==> src/rtl/input_ctrl.sv <==
// Button conditioning for top_vga: 2-flop sync + debounce per button, left/right
// conflict resolution, and a frame-aligned one-frame jump request, all gated by game_active.
module input_ctrl #(
  parameter int DEBOUNCE_CYCLES = 650000,
  parameter int CNT_W           = $clog2(DEBOUNCE_CYCLES)
) (
  input  logic clk,
  input  logic rst,
  input  logic btn_left,
  input  logic btn_right,
  input  logic btn_jump,
  input  logic btn_down,
  input  logic frame_tick,
  input  logic game_active,
  output logic stepleft,
  output logic stepright,
  output logic stepjump,
  output logic buttondown
);

  localparam int NUM_CH   = 4;
  localparam int CH_LEFT  = 0;
  localparam int CH_RIGHT = 1;
  localparam int CH_JUMP  = 2;
  localparam int CH_DOWN  = 3;
  localparam logic [CNT_W-1:0] CNT_MAX = CNT_W'(DEBOUNCE_CYCLES - 1);

  logic [NUM_CH-1:0]            raw, s1, s2, db;
  logic [NUM_CH-1:0][CNT_W-1:0] cnt;
  logic                         db_jump_q, jump_pend, jump_edge;

  assign raw = {btn_down, btn_jump, btn_right, btn_left};

  // Only s1 may go metastable; everything downstream sees s2.
  generate
    for (genvar i = 0; i < NUM_CH; i++) begin : g_ch
      always_ff @(posedge clk) begin
        if (!rst) begin
          s1[i]  <= 1'b0;
          s2[i]  <= 1'b0;
          db[i]  <= 1'b0;
          cnt[i] <= '0;
        end else begin
          s1[i] <= raw[i];
          s2[i] <= s1[i];
          if (s2[i] == db[i]) begin
            cnt[i] <= '0;
          end else if (cnt[i] == CNT_MAX) begin
            db[i]  <= s2[i];
            cnt[i] <= '0;
          end else begin
            cnt[i] <= cnt[i] + 1'b1;
          end
        end
      end
    end
  endgenerate

  assign jump_edge = db[CH_JUMP] & ~db_jump_q;

  always_ff @(posedge clk) begin
    if (!rst) begin
      db_jump_q  <= 1'b0;
      jump_pend  <= 1'b0;
      stepleft   <= 1'b0;
      stepright  <= 1'b0;
      stepjump   <= 1'b0;
      buttondown <= 1'b0;
    end else begin
      db_jump_q  <= db[CH_JUMP];
      stepleft   <= game_active & db[CH_LEFT] & ~db[CH_RIGHT];
      stepright  <= game_active & db[CH_RIGHT] & ~db[CH_LEFT];
      buttondown <= game_active & db[CH_DOWN];
      // An edge coincident with the tick is carried into the next frame, not dropped.
      if (!game_active) begin
        jump_pend <= 1'b0;
        stepjump  <= 1'b0;
      end else if (frame_tick) begin
        stepjump  <= jump_pend;
        jump_pend <= jump_edge;
      end else if (jump_edge) begin
        jump_pend <= 1'b1;
      end
    end
  end

endmodule

==> config.mk <==
export PLATFORM = sky130hd
export DESIGN_NAME = input_ctrl
export DESIGN_NICKNAME = d
export VERILOG_FILES = /design/src/rtl/input_ctrl.sv
export SDC_FILE = /design/constraint.sdc
export NUM_CORES = 1
export LEC_CHECK = 0
export CAP_MARGIN = 20
export CORE_AREA = 5 5 97 99
export CTS_CLUSTER_DIAMETER = 60
export DETAILED_ROUTE_END_ITERATION = 10
export DIE_AREA = 0 0 102 104
export PLACE_DENSITY = 0.66
export SETUP_SLACK_MARGIN = 0.2
export SLEW_MARGIN = 20
export SYNTH_ARGS = -nofsm -noshare
export SYNTH_HDL_FRONTEND = slang
export SYNTH_SLANG_ARGS = --single-unit
==> constraint.sdc <==
create_clock -name clk -period 2.35 [get_ports clk]
set_input_delay 0.3525 -clock clk [delete_from_list [all_inputs] [get_ports clk]]
set_output_delay 0.3525 -clock clk [all_outputs]
set_load 0.005 [all_outputs]
==> results.txt, run 1 <==
Clock-pin slew was measured on the worst setup and hold paths at ~0.09 ns. The net switching power figure came out at approximately 0.00057 W. The internal power summed over all cells came out at about 0.0021 W. The maximum achievable frequency is 476 MHz. The width of the die came out at slightly above 100 um.

Buffers inserted to repair hold after CTS numbered 0. The flow ran to the end, and the final reports show no timing, DRC or antenna violations. The proportion of synthesized flip-flops having asynchronous set or reset came out at 0%.

The initialized floorplan defines 34 standard-cell rows. The worst hold path belongs to the class reg2reg. The worst-margin pin slew is 0.447 ns. The weighted congestion at the end of routability-driven global placement is just under 0.8.

CTS placed an instance of clkbuf_8 at the clock tree root. The first-pass GRT wire length is 13.1 mm. For this block, the via count after detailed routing is 3154.

The number of cells produced by synthesis came out at around 460. Net switching is 21.5% of the power. The final sum of negative setup slack is 0 ns. The critical path class is reg2reg.

TritonCTS built the clock tree. The TritonCTS sink count came out at about 100. The synthesized design contains ~100 register bits. The data arrival time at the worst-slack endpoint is ~2.4 ns. The violation count after the first detailed-routing iteration came out at 88. The largest fanout on the critical path is 7. The antenna diode count came out at 0. Setup repair after global routing could not meet its margin everywhere.

The number of buffers on the longest clock path came out at 2. The number of failing hold endpoints at the final stage came to 0. The filler cells instantiated in the layout total between 800 and 900. The height of the die came out at about 100 um. Clock skew on the completed layout was measured at around 0.0072 ns. The hold slack came out at around 0.44 ns. The level count of the clock H-tree is 3. The number of nets handed over by synthesis was 476. The first-pass iteration count of the detailed router came out at 5. The final-report setup violation count came out at 0.

Averaged over all synthesized cells, the footprint is between 8 and 9 sq um. The placeable core area is 8470 sq um. The critical path launch point type is a register. The power consumption is ~0.0027 W.

The sequential power share is 62.7%. The most common flop cell mapped by yosys is dfxtp_1. The worst slew slack as a fraction of its limit is a little over two thirds.

The clock share of power is between 30% and 40%. The effective utilization at floorplan is between 40% and 50%. The number of nets still failing antenna checks after routing came out at 0.

VDD sags by at most roughly 0.00034 V. The routed via count divided by cell count came out at around 5.3. Global routing finished with a remaining overflow of 0. Cells with a size suffix above 1 make up around 6.4% of the layout. The signed area change from the synthesized netlist to the final layout is 10.1%. The clock insertion delay at the later pin of the skew report came out at between 0.3 and 0.4 ns. The number of design rule violations left after detail routing came out at 0.

The routed length per instance came out at around 12 um. The combinational share of power came out at approximately 1.8%. The overall track demand over capacity in global routing came out at 15.0%. The worst setup path is captured at a register. Yosys mapped the design onto 36 distinct sky130hd cell types.

The period utilization is between 80% and 90%. The leakage dissipation came out at 1.45 nW. Buffers placed on the I/O ports in this run total 11. The overall die area is approximately 11000 sq um. The I/O pin total came out at 12. The total clock buffers created by CTS is 9. The number of nets in the finished design came out at ~490. The count of flip-flops with a built-in enable after synthesis is 0. The tool flagged a number of max-cap violations equal to 0.

The number of antenna violations at the first check in global routing came out at 0. Entering global routing, the biggest net connects 21 pins. The sequential-to-total area share from yosys stat came out at 47.5%. Counting I/O delays and the setup requirement, the final critical path takes 2.10 ns. The Yosys step of the flow raised 0 warnings. The number of global-route vias before repair came out at about 3000.

The netlist area before placement is around 4100 sq um. The max-slew violation count is 0. The final wirelength came out at about 7.4 mm. The final HPWL from detailed placement came out at ~5.2 mm. The power per cell area is slightly below 600 nW/um^2.

For the worst setup path, the data required time is between 2 and 3 ns.
## cells in the final DEF (no fill, tap or decap), types with 7 or more instances in the layout
cell type / n
o21ai_0: 20
nor3_1: 7
nand2_1: 22
xor2_1: 37
nand3_1: 22
a21oi_1: 27
buf_4: 8
dfxtp_1: 97
nand4_1: 23
inv_1: 17
or3_1: 23
clkbuf_8: 10
and2_1: 11
xnor2_1: 16
clkdlybuf4s50_1: 11
or4_1: 11
and3_1: 11
nor2_1: 59
## power by group through the flow
| stage | logic [W] | registers (W) | clock network, W |
|---|---|---|---|
| finish | 0.0000488 | 0.00167 | 0.000945 |
| global route | 0.0000541 | 0.00167 | 0.00105 |
| CTS | 0.0000477 | 0.00167 | 0.000976 |
| detailed placement | 0.0000477 | 0.00171 | 0 |
| global placement | 0.0000466 | 0.00171 | 0 |
| floorplan | 0.0000251 | 0.00171 | 0 |
## metrics by stage
stage,instances,worst slack [ns],area (sq um),utilization [%]
after detailed placement,575,0.286,4360,51.6
after floorplan,464,0.370,4130,-
after global placement,575,0.308,4360,51.6
after global routing,591,0.185,4550,53.7
after CTS,589,0.273,4520,53.4
final,591,0.248,4550,53.7
## worst max-delay path, cell delays in order (launching register included)
cell and delay [ns]:
dfxtp_2 0.34, or4_1 0.51, or4_4 0.53, o211ai_1 0.25
buf_4 0.17, buf_4 0.14, nor2_1 0.05
## metal layers
metal,global-route usage [%],wire length (um),up-vias
li1,-,-,1653
met1,19.4,3650,1450
met2,23.4,3350,35
met3,2.88,187,16
met4,7.59,201,0
met5,0,0,-
## final timing paths
path | start | to | slack [ns] | depth (start not counted)
worst max-delay path | cnt[18] | cnt[6] | 0.25 | 6
worst min-delay path | s1[2] | s2[2] | 0.44 | 1
worst max register to register | cnt[18] | cnt[6] | 0.25 | 6
worst min register to register | s1[2] | s2[2] | 0.44 | 1
## timing repair
item,4_1_cts,5_1_grt
resized for setup,0,5
setup endpoints to repair,0,23
setup buffers,0,1
## sequential cells by signal (all words and copies together), names as in the netlist
register	flops
cnt	80
db	4
s1	4
s2	4
buttondown	1
db_jump_q	1
jump_pend	1
stepjump	1
stepleft	1
stepright	1
## cell families (layout without fill, tap and decap cells)
logic type | count (synthesis) | after routing | share of synthesized area (%)
and+or+nand+nor | 216 | 216 | 28.3
DFF | 98 | 98 | 47.5
AOI/OAI and AO/OA | 59 | 59 | 8.21
xor gates and xnor gates | 53 | 53 | 11.2
buffers and inverters | 33 | 52 | 3.27
adders and majority gates | 4 | 4 | 1.21
muxes | 1 | 1 | 0.242
## cell usage after synthesis (7+ instances only)
cell type   n  area (sq um)
nor3_1      7          35.0
nand4_1    23           144
and3_1     11          68.8
xnor2_1    16           140
or4_1      12          90.1
and2_1     11          68.8
nor2_1     59           221
o21ai_0    20           100
xor2_1     37           324
inv_1      17          63.8
nand3_1    22           110
dfxtp_1    98          1960
or3_1      23           144
clkbuf_1   12          45.0
a21oi_1    27           135
nand2_1    22          82.6
## cell type report
class	count	area, sq um	area share, %
timing repair buffer	21	186	4.10
clock inverter	2	15.0	0.330
clock buffer	12	145	3.19
sequential	98	1960	43.2
tap	108	135	2.97
multi-input combinational	333	2040	44.8
inverter	17	63.8	1.40
(Power assumes the default switching activity.)
==> inputs of run 2 (changes only) <==
--- a/config.mk
+++ b/config.mk
@@ -5,6 +5,7 @@
 export SDC_FILE = /design/constraint.sdc
 export NUM_CORES = 1
 export LEC_CHECK = 0
+export ABC_AREA = 0
 export CAP_MARGIN = 20
 export CORE_AREA = 5 5 97 99
 export CTS_CLUSTER_DIAMETER = 60
@@ -16,3 +17,4 @@
 export SYNTH_ARGS = -nofsm -noshare
 export SYNTH_HDL_FRONTEND = slang
 export SYNTH_SLANG_ARGS = --single-unit
+export TNS_END_PERCENT = 5
==> run 2 against run 1 <==
Sequential power about the same. Sequential share of layout area down 0.059 points. Largest power group unchanged. Die area unchanged. First-iteration DRC count up 2.3%. Register-to-register slack worse by 0.02 ns.
==> results.txt, run 2 (synthesis results as in run 1) <==
The die is about 100 um tall. TritonCTS built the clock tree. The worst flop-to-flop path endpoint is cnt[17]. The final-report setup violation count came out at 0.

The final cell area excluding filler cells is about 4600 sq um. Once routing completed, OpenROAD measured the worst setup slack at 0.226 ns. Once detailed placement completed, the half-perimeter wirelength came to ~5.2 mm. At the worst endpoint, the required time is ~2.6 ns.

12 I/O pins were placed. The library cell used most frequently in the layout, excluding fill and tap cells, is dfxtp_1. The number of failing hold endpoints at the final stage came out at 0.

The area after detailed placement is around 4400 sq um. The post-layout instance count excluding filler cells came out at between 500 and 600. The final wirelength came out at 7.36 mm.

For this design the static power due to leakage is approximately 1.4 nW. The final sum of negative setup slack came out at 0 ns. The most critical setup path has its startpoint at cnt[18]. The row count came out at 34.

The level count of the clock H-tree is 3. Clock latency on the worst-skew pair, taken at its later pin, is 0.36 ns. The first-pass iteration count of the detailed router is 5. STA classifies the critical path startpoint as a register. The number of hold buffers added after CTS was 0. The shortest period the worst path allows is around 2.1 ns. For hold timing, the worst endpoint is s2[2].

In this run the remaining antenna-violating nets after routing total 0. The worst setup path is of the reg2reg kind. The largest fanout on the critical path is 6.

The placeable core area is ~8500 sq um. The number of design rule violations left after detail routing is 0. The largest net degree at the start of global routing came out at 21.

The antenna diode count is 0. The first global-routing pass estimated around 13 mm of wire. The worst-margin pin slew is ~0.45 ns. The worst flop-to-flop path startpoint is cnt[18]. Data arrives at the worst endpoint at ~2.4 ns. The clock-pin slew reported for the worst setup and hold paths after clock tree synthesis came out at 0.09 ns. The via count of the routed design came out at 3170. The TritonCTS sink count came out at between 90 and 100. The number of maximum-capacitance constraint violations is 0. The number of buffer cells added on primary ports is 11. Prior to clock tree synthesis, the placed netlist has a worst setup slack of between 0.2 and 0.3 ns.

The weighted congestion at the end of routability-driven global placement came out at ~0.78. The routed via count divided by cell count came out at around 5.4. Ranked by flip-flop count, first place goes to cnt. The library cells used most frequently in the layout, excluding fill and tap cells, are dfxtp_1 (97), nor2_1 (59), xor2_1 (37).

Power spread over the standard cell area amounts to about 590 nW/um^2. The filler cell count in the final layout came out at around 800. After layout, the worst path uses between 90 and 100% of the clock period.

The effective utilization at floorplan is around 49%. Setup repair after global routing could not meet its margin everywhere. The overall die area came out at approximately 11000 sq um.

The number of antenna violations at the first check in global routing came out at 0. The flop-to-flop setup slack came out at 0.23 ns. The detailed router finished its first iteration with 90 violations. The routed length per instance came out at between 10 and 15 um. The flip-flop count of the largest register, all copies and words added came out at 80. The signed area change from the synthesized netlist to the final layout is 10.2%. The maximum achievable frequency is about 470 MHz. STA classifies the critical path endpoint as a register. The number of nets in the finished design is between 400 and 500.

The depth of the worst register-to-register path is 5. The run finished with clean final reports. The number of buffers on the longest clock path came out at 2. The core occupancy in the finished layout came out at about 54%.

The max-slew violation count was 0. The maximum ir drop on the vdd rail came out at roughly 0.00034 V. The worst slew slack as a fraction of its limit came out at between 70% and 80%. The width of the die is just over 100 um. The startpoint of the most critical hold path is s1[2]. The instance count along the most critical hold path is 1. The fraction of final layout cells with drive strength greater than 1 is ~6.4%.

In this run, CTS created clock tree buffers numbering 9. The overall track demand over capacity in global routing is approximately 15%. The final clock skew came out at 0.00721 ns. In this run the worst hold path is classified as reg2reg.

The number of instances in the placed design is between 500 and 600. CTS placed an instance of clkbuf_8 at the clock tree root. The number of global-route vias before repair came out at 2966. After global routing the overflow that remains totals 0.
run 2: repair_timing:
item / CTS / global route
endpoints found under the setup margin: 0 / 23
resized for setup: 0 / 3
endpoints found under the hold margin: 0 / 0
setup buffers: 0 / 1
run 2: layout make-up:
| cell class | count | area [sq um] | area share, % |
|---|---|---|---|
| inverter | 17 | 63.8 | 1.40 |
| clock buffer | 12 | 145 | 3.19 |
| timing repair buffer | 21 | 193 | 4.23 |
| clock inverter | 2 | 15.0 | 0.330 |
| tap | 108 | 135 | 2.97 |
| multi-input combinational | 333 | 2040 | 44.7 |
| sequential | 98 | 1960 | 43.1 |
run 2: power breakdown:
group	internal (W)	total [W]	leakage [nW]	switching, W
Sequential	0.00167	0.00167	0.792	0.00000484
Clock	0.000404	0.000946	0.0746	0.000542
Combinational	0.0000235	0.0000491	0.582	0.0000256
Total	0.00209	0.00267	1.45	0.000573
run 2: worst max-delay path by stage:
stage                         end  slack (ns)  cells past startpoint
after floorplan           cnt[30]        0.37                      5
after global placement    cnt[39]        0.31                      5
after detailed placement  cnt[36]        0.29                      5
after CTS                 cnt[28]        0.27                      5
after global routing      cnt[28]        0.18                      5
final                     cnt[17]        0.23                      5
run 2: layer usage:
layer / wire length, um / GRT usage (%) / vias up / share of wire [%]
li1: - / - / 1651 / -
met1: 3610 / 19.4 / 1460 / 49
met2: 3340 / 23.4 / 43 / 45
met3: 207 / 2.88 / 16 / 2.8
met4: 201 / 7.59 / 0 / 2.7
met5: 0 / 0 / - / 0
run 2: through the flow:
step | hold slack (ns) | total power (W)
floorplan | 0.411 | 0.00173
global placement | 0.423 | 0.00176
detailed placement | 0.424 | 0.00176
CTS | 0.443 | 0.00270
global route | 0.471 | 0.00278
finish | 0.442 | 0.00267
run 2: critical path, stage by stage, from the launching register on:
cell and delay [ns]:
dfxtp_2 0.34, or4_1 0.51, or4_4 0.53, o211ai_1 0.25
clkdlybuf4s15_2 0.31, a21oi_1 0.06
==> inputs of run 3 (changes only) <==
--- a/config.mk
+++ b/config.mk
@@ -12,6 +12,7 @@
 export DETAILED_ROUTE_END_ITERATION = 10
 export DIE_AREA = 0 0 102 104
 export PLACE_DENSITY = 0.66
+export RECOVER_POWER = 100
 export SETUP_SLACK_MARGIN = 0.2
 export SLEW_MARGIN = 20
 export SYNTH_ARGS = -nofsm -noshare
==> run 3 against run 2 <==
Worst hold slack better by 0.0033 ns. Critical path depth unchanged. Design area down 0.63%. Largest power group unchanged.
==> results.txt, run 3 (synthesis results as in run 1) <==
The final-report setup violation count is 0. The effective utilization at floorplan came out at between 40% and 50%. The clock-pin slew reported for the worst setup and hold paths after clock tree synthesis is around 0.090 ns. For this design, the slowest cell found on the critical path is or4_1. The top cell types in the final layout, fill and taps aside, are dfxtp_1 (98), nor2_1 (59), xor2_1 (37). The TritonCTS sink count came out at just under 100. The data arrival time at the worst-slack endpoint came out at ~2.4 ns. The signed area change from the synthesized netlist to the final layout came out at 9.51%.

For this run, the post-layout net count is about 490. The number of antenna violations at the first check in global routing was 0. For the worst-skew pair, the clock arrives at the later sink with an insertion delay of ~0.36 ns. The total clock buffers created by CTS came out at 9.

Data on the critical path is required at its endpoint by between 2 and 3 ns. In this run the power density over the cells is ~600 nW/um^2. For hold timing, the worst endpoint is s2[2]. Net switching is 21.5% of the power. The first-pass iteration count of the detailed router came out at 6. The routed length per instance is around 12 um.

The met1 demand-to-capacity share in global routing came out at roughly 20%. Cells with a size suffix above 1 make up 5.18% of the layout. Across the run, the number of max-cap violations was 0. During placement, the flow inserted port buffers numbering 11. The leading cell type in the layout, fill and taps excluded is dfxtp_1. The max-slew violation count is 0.

The overall track demand over capacity in global routing came out at between 10 and 15%. The met2 capacity usage during global routing is between 20% and 30%. In this run the most critical hold path is launched from s1[2]. The final wirelength is about 7.4 mm.

The critical path is of the reg2reg type. The sequential power share came out at a little over three fifths. The flip-flop count of the largest register, all copies and words added came out at 80. The placeable core area came out at 8470 sq um.

Summed over all layers, the global routing overflow is 0. In the routed layout, each cell is associated on average with a via count of about 5.3. The number of global-route vias before repair is approximately 3000.

Based on the critical path, the design can be clocked at up to 461 MHz. The clock share of power came out at 35.5%. The first-pass GRT wire length is 13.1 mm. In this design, the stage delay of the slowest critical-path cell is roughly 0.56 ns.

For this design the static power due to leakage is around 1.4 nW. The worst-margin pin slew came out at ~0.44 ns. The height of the die came out at about 100 um.

Measured against its own limit, the worst slew margin works out to a little over two thirds. Counting both buffers and inverters, the worst setup path holds a total of 1. The register containing the most flip-flops in the final layout is cnt. The final HPWL from detailed placement came out at between 5 and 6 mm. In this run, the combinational gates consume under 10% of the power. STA classifies the critical path startpoint as a register.

The critical path endpoint category is a register. The layer carrying the most global-route usage is met2. The final clock skew came out at 0.00759 ns. The met3 layer usage reported by global route came out at 2.88%. The most common cell type on the critical path is or4_1. The largest fanout on the critical path is 6.

The maximum ir drop on the vdd rail came out at 0.000343 V. The flop-to-flop setup slack came out at approximately 0.18 ns. The worst flop-to-flop path startpoint is cnt[18]. The number of failing hold endpoints at the final stage came out at 0. The weighted congestion at the end of routability-driven global placement is approximately 0.78. The final sum of negative setup slack came out at 0 ns. The endpoint identified for the worst register-to-register timing path is cnt[8]. The flow ran to the end, and the final reports show no timing, DRC or antenna violations. The number of nets still failing antenna checks after routing came out at 0. Entering global routing, the biggest net connects 21 pins.

The core occupancy in the finished layout is 53.4%. The via count of the routed design came out at around 3100. The floorplan step set the die width to a little over 100 um. The internal power of the cells totals 0.00209 W. In the routed design, unresolved DRC markers number 0.

The I/O pin total is 12. Walking the worst path, the cells encountered are or4_1 -> or4_1 -> o211ai_1 -> clkbuf_1 -> nor2_1. TritonCTS built the clock tree.

The level count of the clock H-tree came out at 3. The depth of the worst register-to-register path came out at 5. The shortest period the worst path allows came out at about 2.2 ns. Setup repair after global routing could not meet its margin everywhere. The root buffer cell is clkbuf_8. The number of buffers on the longest clock path came out at 2. The tightest min-delay check is of the reg2reg type. The antenna diode count is 0. In this run, the number of DRC markers left after iteration 0 of detailed routing was 82. The instance count along the most critical hold path came out at 1.

The die covers around 11000 sq um. The period utilization is slightly above 90%. The cell family with the largest share of critical-path delay is simple AND/OR/NAND/NOR gates. The net switching power figure is 0.000572 W.

The row count is 34.
[run 3: cell types whose count changed in the layout (fill, tap and decap cells not counted)]
cell             previous run  this run
clkdlybuf4s15_2             1         0
or4_1                      11        13
buf_4                       8         4
clkdlybuf4s50_1            11         6
and2_1                     11         3
clkbuf_2                    0         2
and2_0                      0         8
or4_4                       2         0
dlygate4sd3_1               0         5
dfxtp_1                    97        98
dfxtp_2                     1         0
clkbuf_1                    2         5
[run 3: stage by stage]
step | worst slack [ns] | hold WS (ns) | power, W | instances | instance area (sq um)
after global routing | 0.121 | 0.481 | 0.00278 | 591 | 4520
after global placement | 0.308 | 0.423 | 0.00176 | 575 | 4360
after floorplan | 0.370 | 0.411 | 0.00173 | 464 | 4130
final | 0.181 | 0.445 | 0.00266 | 591 | 4520
after CTS | 0.273 | 0.443 | 0.00270 | 589 | 4520
after detailed placement | 0.286 | 0.424 | 0.00176 | 575 | 4360
[run 3: per-layer routing]
metal	vias up	wire (um)	part of all wire, %
met5	-	0	0
met4	0	201	2.7
met3	16	215	2.9
met2	37	3360	46
met1	1444	3580	49
li1	1648	-	-
[run 3: power by group through the flow]
stage / Combinational [W] / Clock [W] / Sequential, W
floorplan: 0.0000251 / 0 / 0.00171
global placement: 0.0000466 / 0 / 0.00171
detailed placement: 0.0000477 / 0 / 0.00171
CTS: 0.0000477 / 0.000976 / 0.00167
global route: 0.0000515 / 0.00105 / 0.00167
finish: 0.0000461 / 0.000945 / 0.00167
[run 3: worst max-delay path by stage]
stage	start	endpoint	slack [ns]	cells after the start
4_1_cts	cnt[32]	cnt[28]	0.27	5
3_3_place_gp	cnt[32]	cnt[39]	0.31	5
3_5_place_dp	cnt[32]	cnt[36]	0.29	5
5_1_grt	cnt[32]	cnt[28]	0.12	5
2_1_floorplan	cnt[32]	cnt[30]	0.37	5
6_report	cnt[18]	cnt[8]	0.18	5
[run 3: final cells by class]
type | instances | area (sq um)
inverters | 17 | 63.8
well taps | 108 | 135
repair buffers | 21 | 173
flip-flops and latches | 98 | 1960
clock buffers | 12 | 145
fillers | 810 | 3940
multi-input cells | 333 | 2030
clock inverters | 2 | 15.0
[run 3: timing repair]
item                       4_1_cts  5_1_grt
gates resized for setup          0        3
setup endpoints to repair        0       23
hold buffers                     0        0
setup buffers                    0        1
